### src/rtl/pcie_vc_pkg.sv
// Shared definitions for the virtual-channel transmit stage: flow-state encoding and
// word-layout helpers (the VC tag sits in the MSB, directly above the payload).
package pcie_vc_pkg;

  localparam int VC_COUNT = 2;

  typedef enum logic {
    FLOW_RUN  = 1'b0,
    FLOW_HOLD = 1'b1
  } flow_state_e;

  function automatic int word_width(input int bus_size);
    return bus_size + 1;
  endfunction

  function automatic int vc_tag_bit(input int bus_size);
    return bus_size;
  endfunction

endpackage

### src/rtl/vc_fifo.sv
// Synchronous show-ahead FIFO used as the per-VC buffer. Push when full and pop when
// empty are ignored, so callers cannot corrupt the occupancy count.
module vc_fifo #(
  parameter int WIDTH      = 6,
  parameter int ADDR_WIDTH = 2
) (
  input  logic                  clk,
  input  logic                  reset,
  input  logic                  push,
  input  logic                  pop,
  input  logic [WIDTH-1:0]      wr_data,
  output logic [WIDTH-1:0]      rd_data,
  output logic                  full,
  output logic                  empty,
  output logic [ADDR_WIDTH:0]   count
);

  localparam int DEPTH = 1 << ADDR_WIDTH;
  localparam logic [ADDR_WIDTH:0] DEPTH_CNT = (ADDR_WIDTH + 1)'(DEPTH);

  logic [WIDTH-1:0]      mem [DEPTH];
  logic [ADDR_WIDTH-1:0] wr_ptr;
  logic [ADDR_WIDTH-1:0] rd_ptr;
  logic                  do_push;
  logic                  do_pop;

  // The extra count bit tells full from empty when the pointers coincide.
  assign full    = (count == DEPTH_CNT);
  assign empty   = (count == '0);
  assign do_push = push && !full;
  assign do_pop  = pop && !empty;
  assign rd_data = mem[rd_ptr];

  always_ff @(posedge clk) begin
    if (do_push) mem[wr_ptr] <= wr_data;
  end

  always_ff @(posedge clk) begin
    if (reset) begin
      wr_ptr <= '0;
      rd_ptr <= '0;
      count  <= '0;
    end else begin
      if (do_push) wr_ptr <= wr_ptr + 1'b1;
      if (do_pop)  rd_ptr <= rd_ptr + 1'b1;
      case ({do_push, do_pop})
        2'b10:   count <= count + 1'b1;
        2'b01:   count <= count - 1'b1;
        default: count <= count;
      endcase
    end
  end

endmodule

### src/rtl/vc_flow_tx.sv
// Per-port transmit stage: buffers words per virtual channel and issues them to the switch
// under pause/continue flow control. Define VC_TX_STRICT_PRIO_EN for fixed VC0 priority.
module vc_flow_tx
  import pcie_vc_pkg::*;
#(
  parameter int BUS_SIZE   = 5,
  parameter int ADDR_WIDTH = 2
) (
  input  logic                clk,
  input  logic                reset,
  input  logic [BUS_SIZE:0]   in_data,
  input  logic                in_valid,
  output logic                in_ready,
  input  logic                pause_vc0,
  input  logic                continue_vc0,
  input  logic                pause_vc1,
  input  logic                continue_vc1,
  output logic [BUS_SIZE:0]   data_out,
  output logic                valid_out,
  output logic                held_vc0,
  output logic                held_vc1,
  output logic                empty,
  output logic                drop_err
);

  localparam int W   = word_width(BUS_SIZE);
  localparam int TAG = vc_tag_bit(BUS_SIZE);

  // Upstream handshake: a word transfers on a cycle where in_valid && in_ready; in_ready
  // depends only on the target VC's fullness at cycle start. Downstream has no ready:
  // valid_out is a one-cycle strobe, and pause_vcN is the only back-pressure.
  logic                in_vc;
  logic [1:0]          push;
  logic [1:0]          pop;
  logic [1:0]          full;
  logic [1:0]          fifo_empty;
  logic [1:0]          pause_v;
  logic [1:0]          cont_v;
  logic [1:0]          elig;
  logic                any_pop;
  logic                sel;
  logic [W-1:0]        rd_data [VC_COUNT];
  logic [ADDR_WIDTH:0] count   [VC_COUNT];
  flow_state_e         state   [VC_COUNT];

  assign in_vc    = in_data[TAG];
  assign in_ready = in_vc ? !full[1] : !full[0];
  assign push[0]  = in_valid && in_ready && !in_vc;
  assign push[1]  = in_valid && in_ready && in_vc;
  assign pause_v  = {pause_vc1, pause_vc0};
  assign cont_v   = {continue_vc1, continue_vc0};

  for (genvar v = 0; v < VC_COUNT; v++) begin : g_vc
    vc_fifo #(.WIDTH(W), .ADDR_WIDTH(ADDR_WIDTH)) u_fifo (
      .clk     (clk),
      .reset   (reset),
      .push    (push[v]),
      .pop     (pop[v]),
      .wr_data (in_data),
      .rd_data (rd_data[v]),
      .full    (full[v]),
      .empty   (fifo_empty[v]),
      .count   (count[v])
    );
    // A pause blocks the pop in the very cycle it arrives.
    assign elig[v] = !fifo_empty[v] && (state[v] == FLOW_RUN) && !pause_v[v];
  end

  always_ff @(posedge clk) begin
    for (int v = 0; v < VC_COUNT; v++) begin
      if (reset)           state[v] <= FLOW_RUN;
      else if (pause_v[v]) state[v] <= FLOW_HOLD;
      else if (cont_v[v])  state[v] <= FLOW_RUN;
    end
  end

  assign held_vc0 = (state[0] == FLOW_HOLD);
  assign held_vc1 = (state[1] == FLOW_HOLD);
  assign empty    = (count[0] == '0) && (count[1] == '0);
  assign any_pop  = |elig;

`ifdef VC_TX_STRICT_PRIO_EN
  always_comb begin
    sel = elig[0] ? 1'b0 : 1'b1;
    pop = '0;
    if (any_pop) pop[sel] = 1'b1;
  end
`else
  logic rr_ptr;

  always_comb begin
    sel = (&elig) ? rr_ptr : elig[1];
    pop = '0;
    if (any_pop) pop[sel] = 1'b1;
  end
`endif

  always_ff @(posedge clk) begin
    if (reset) begin
      data_out  <= '0;
      valid_out <= 1'b0;
      drop_err  <= 1'b0;
`ifndef VC_TX_STRICT_PRIO_EN
      rr_ptr    <= 1'b0;
`endif
    end else begin
      valid_out <= any_pop;
      if (any_pop) begin
        data_out <= rd_data[sel];
`ifndef VC_TX_STRICT_PRIO_EN
        rr_ptr   <= ~sel;
`endif
      end
      if (in_valid && !in_ready) drop_err <= 1'b1;
    end
  end

endmodule

### config.mk
export PLATFORM = sky130hd
export DESIGN_NAME = vc_flow_tx
export DESIGN_NICKNAME = d
export VERILOG_FILES = /design/src/rtl/pcie_vc_pkg.sv /design/src/rtl/vc_fifo.sv /design/src/rtl/vc_flow_tx.sv
export SDC_FILE = /design/constraint.sdc
export NUM_CORES = 1
export LEC_CHECK = 0
export ABC_AREA = 1
export CORE_ASPECT_RATIO = 0.8
export CORE_MARGIN = 5
export CORE_UTILIZATION = 58
export CTS_CLUSTER_DIAMETER = 40
export DETAILED_ROUTE_END_ITERATION = 10
export PLACE_DENSITY = 0.79
export SYNTH_ARGS = -nofsm -noshare
export SYNTH_HDL_FRONTEND = slang
export SYNTH_SLANG_ARGS = --single-unit
### constraint.sdc
create_clock -name clk -period 3.4 [get_ports clk]
set_clock_uncertainty 0.1 [all_clocks]
set_input_delay 1.02 -clock clk [delete_from_list [all_inputs] [get_ports clk]]
set_output_delay 1.02 -clock clk [all_outputs]
set_load 0.03 [all_outputs]
==> results.yml <==
synthesis:
  synthesis.area_um2: 3460
  yosysTopAreaCellShare_pct: 43.4
  yosysWarnings: 0
  synth_xor_area_share_pct: 0.507
  synthMuxAreaShare_pct: 0
  synthAdderAreaFrac_pct: 4.78
  async_flop_share_pct: 0
  synth_edf_count: 50
  synth.area.top_cells: "edfxtp_1, dfxtp_1, nand2_1, inv_1, nand3_1"
  synth_top_family_by_area: "simple AND/OR/NAND/NOR gates"
  synth_cell_types: 26
  postSynthAreaPerCell_um2: 9.66
  yosysMostFrequentCell: "nand2_1"
  synthTopCellsByCount: "nand2_1, inv_1, edfxtp_1"
  synth_simple_gate_area_share_pct: 22.4
  syn-instance-count: 358
  synth-compound-area-share_pct: 5.54
  synth-seq-cells: 77
  mappedNetlistNets: 383
  yosys_most_used_dff: "edfxtp_1"
  yosys.area.top_type: "edfxtp_1"
  ys_seq_area_share_pct: 59.0
layout:
  insertedDiodeCount: 0
  drive_gt1_share_pct: 11.4
  regArea_um2: 2040
  final_cells: 477
  area_delta_synth_final_pct: 17.0
  fillerInstances: 453
  multiInputGateArea_um2: 1150
  fin_nets: 416
placed_design:
  gp_congestion: 0.927
  dp.cells: 461
  hpwl_um: 4700
  io_buffers: 24
  place_ws_ps: 22.8
clocking:
  clk_path_buf_depth: 2
  htree_levels: 3
  cts_tree: "done"
  hold_buffers: 0
  clkSinkCount: 77
  cts_made_buffers: 9
  clkTransAtPathRegs_ps: 80
  clk_latency_ps: 360
  post_cts_resized: 0
  cts_setup_buffers: 0
  clockRootBuffer: "clkbuf_8"
sta:
  finalCriticalPeriod_ps: 3090
  slew-limit-headroom_pct: 61.1
  post-route-worst-setup-slack_ps: 308
  rsz0062_at_grt: "false"
  finalSetupTns_ps: 0
  fin_crit_sh_pct: 91.0
  slew_violations: 0
  worst_slew_pin_slew_ps: 581
  fmax_mhz: 323
  hold_viol_final: 0
  setup_viol: 0
route:
  wl_met2_um: 2980
  num_vias: 2380
  routedWlPerCell_um: 13.5
  dr.pass1.iters: 5
  dr_wl_met3_um: 399
  drc: 0
  dr.first_iter.drc_count: 108
  drtAntennaViolNets: 0
  wl_met1_um: 2930
  top_layer_used: "met4"
  wl_um: 6440
  routed_via_density: 4.99
pwr:
  ir_drop_mv: 0.431
  p_leak_nw: 1.65
  p_per_area_nw_per_um2: 673
  p_total_mw: 2.72
grt:
  overflow: 0
  grt_use_total_pct: 19.2
  grt_pass1_vias: 2248
  grt_max_degree: 15
  grt_first_pass_wirelength_um: 10700
  antenna_found_initial: 0
hold_path:
  hold_path_end: "drop_err"
  min_from: "drop_err"
  hold_path_class: "reg -> reg"
  hold_depth: 2
floorplan:
  rows: 25
  dieArea_um2: 7620
  start_util_pct: 59.1
  ios: 25
  core_um2: 5850
  fp.dieW_um: 96.3
  die_y_um: 79.1
critical_path:
  reg2reg_depth: 12
  crit_type: "in -> out"
  regToRegSetupSlack_ps: 990
  crit_path_start_kind: "primary input"
  crit_arrival_ps: 1970
  cp.required_ps: 2280
  r2r_start: "state[0]"
  cp_max_fo: 4
  crit_path_end_kind: "output port"
  reg2reg_to: "g_vc[0].u_fifo.count[2]"
flow_run:
  cap_violations: 0
outcome:
  status: "finished, final reports clean"
## worst max-delay path by stage
stage,start,end,slack (ps),cells past startpoint
2_1_floorplan,pause_vc1,g_vc[1].u_fifo.count[2],610,12
3_3_place_gp,pause_vc1,g_vc[0].u_fifo.count[2],100,14
3_5_place_dp,pause_vc1,g_vc[0].u_fifo.count[2],20,14
4_1_cts,in_data[5],in_ready,300,5
5_1_grt,pause_vc1,g_vc[0].u_fifo.count[2],170,14
6_report,in_data[5],in_ready,310,5
## through the flow
stage	hold slack, ps	cell area [µm²]	util, %
floorplan	354	3460	-
global placement	339	3800	64.9
detailed placement	343	3800	64.9
CTS	355	4050	69.2
global route	407	4050	69.2
finish	358	4050	69.2
## cell type report
type | instances | share of cell area, %
Clock buffer | 9 | 3.06
Inverter | 62 | 5.88
Multi-Input combinational cell | 213 | 28.4
Clock inverter | 7 | 3.03
Timing Repair Buffer | 28 | 6.62
Sequential cell | 77 | 50.5
Tap cell | 81 | 2.51
## sequential cells by signal, indices dropped and copies added (netlist names), named ones only
signal              flops
drop_err                1
g_vc.u_fifo.rd_ptr      4
g_vc.u_fifo.wr_ptr      4
data_out                6
state                   2
valid_out               1
g_vc.u_fifo.mem        48
rr_ptr                  1
g_vc.u_fifo.count       6
## worst max-delay path, stage by stage
cell and delay (ps):
clkdlybuf4s50_1 560, inv_1 90, nand2_1 90, nand2_1 50, buf_4 160
## per-layer routing
layer  vias to the layer above  global-route usage [%]
met1                      1088                    26.5
met5                         -                       0
li1                       1226                       -
met2                        55                    27.7
met3                        11                    7.01
met4                         0                    7.00
## cell usage in the layout, fill, tap and decap left out, types with 4 or more instances in the layout
cell type        instances
nand2_1                 73
inv_1                   60
edfxtp_1                50
nand3_1                 44
nor2_1                  27
dfxtp_1                 27
clkdlybuf4s50_1         23
a21oi_1                 17
o21ai_0                 12
ha_1                    10
clkbuf_8                 9
nor2_2                   8
buf_4                    5
nand2_4                  4
## logic make-up after synthesis
family          count (synthesis)
compound gates                 34
simple gates                  165
flops                          77
xor+xnor                        2
fa+ha+maj                      12
buf+inv                        68
## report_power, final
group,switching [mW],internal (mW)
Sequential,0.0836,1.09
Combinational,0.459,0.260
Clock,0.338,0.490
Total,0.880,1.84
(Power assumes the default switching activity.)
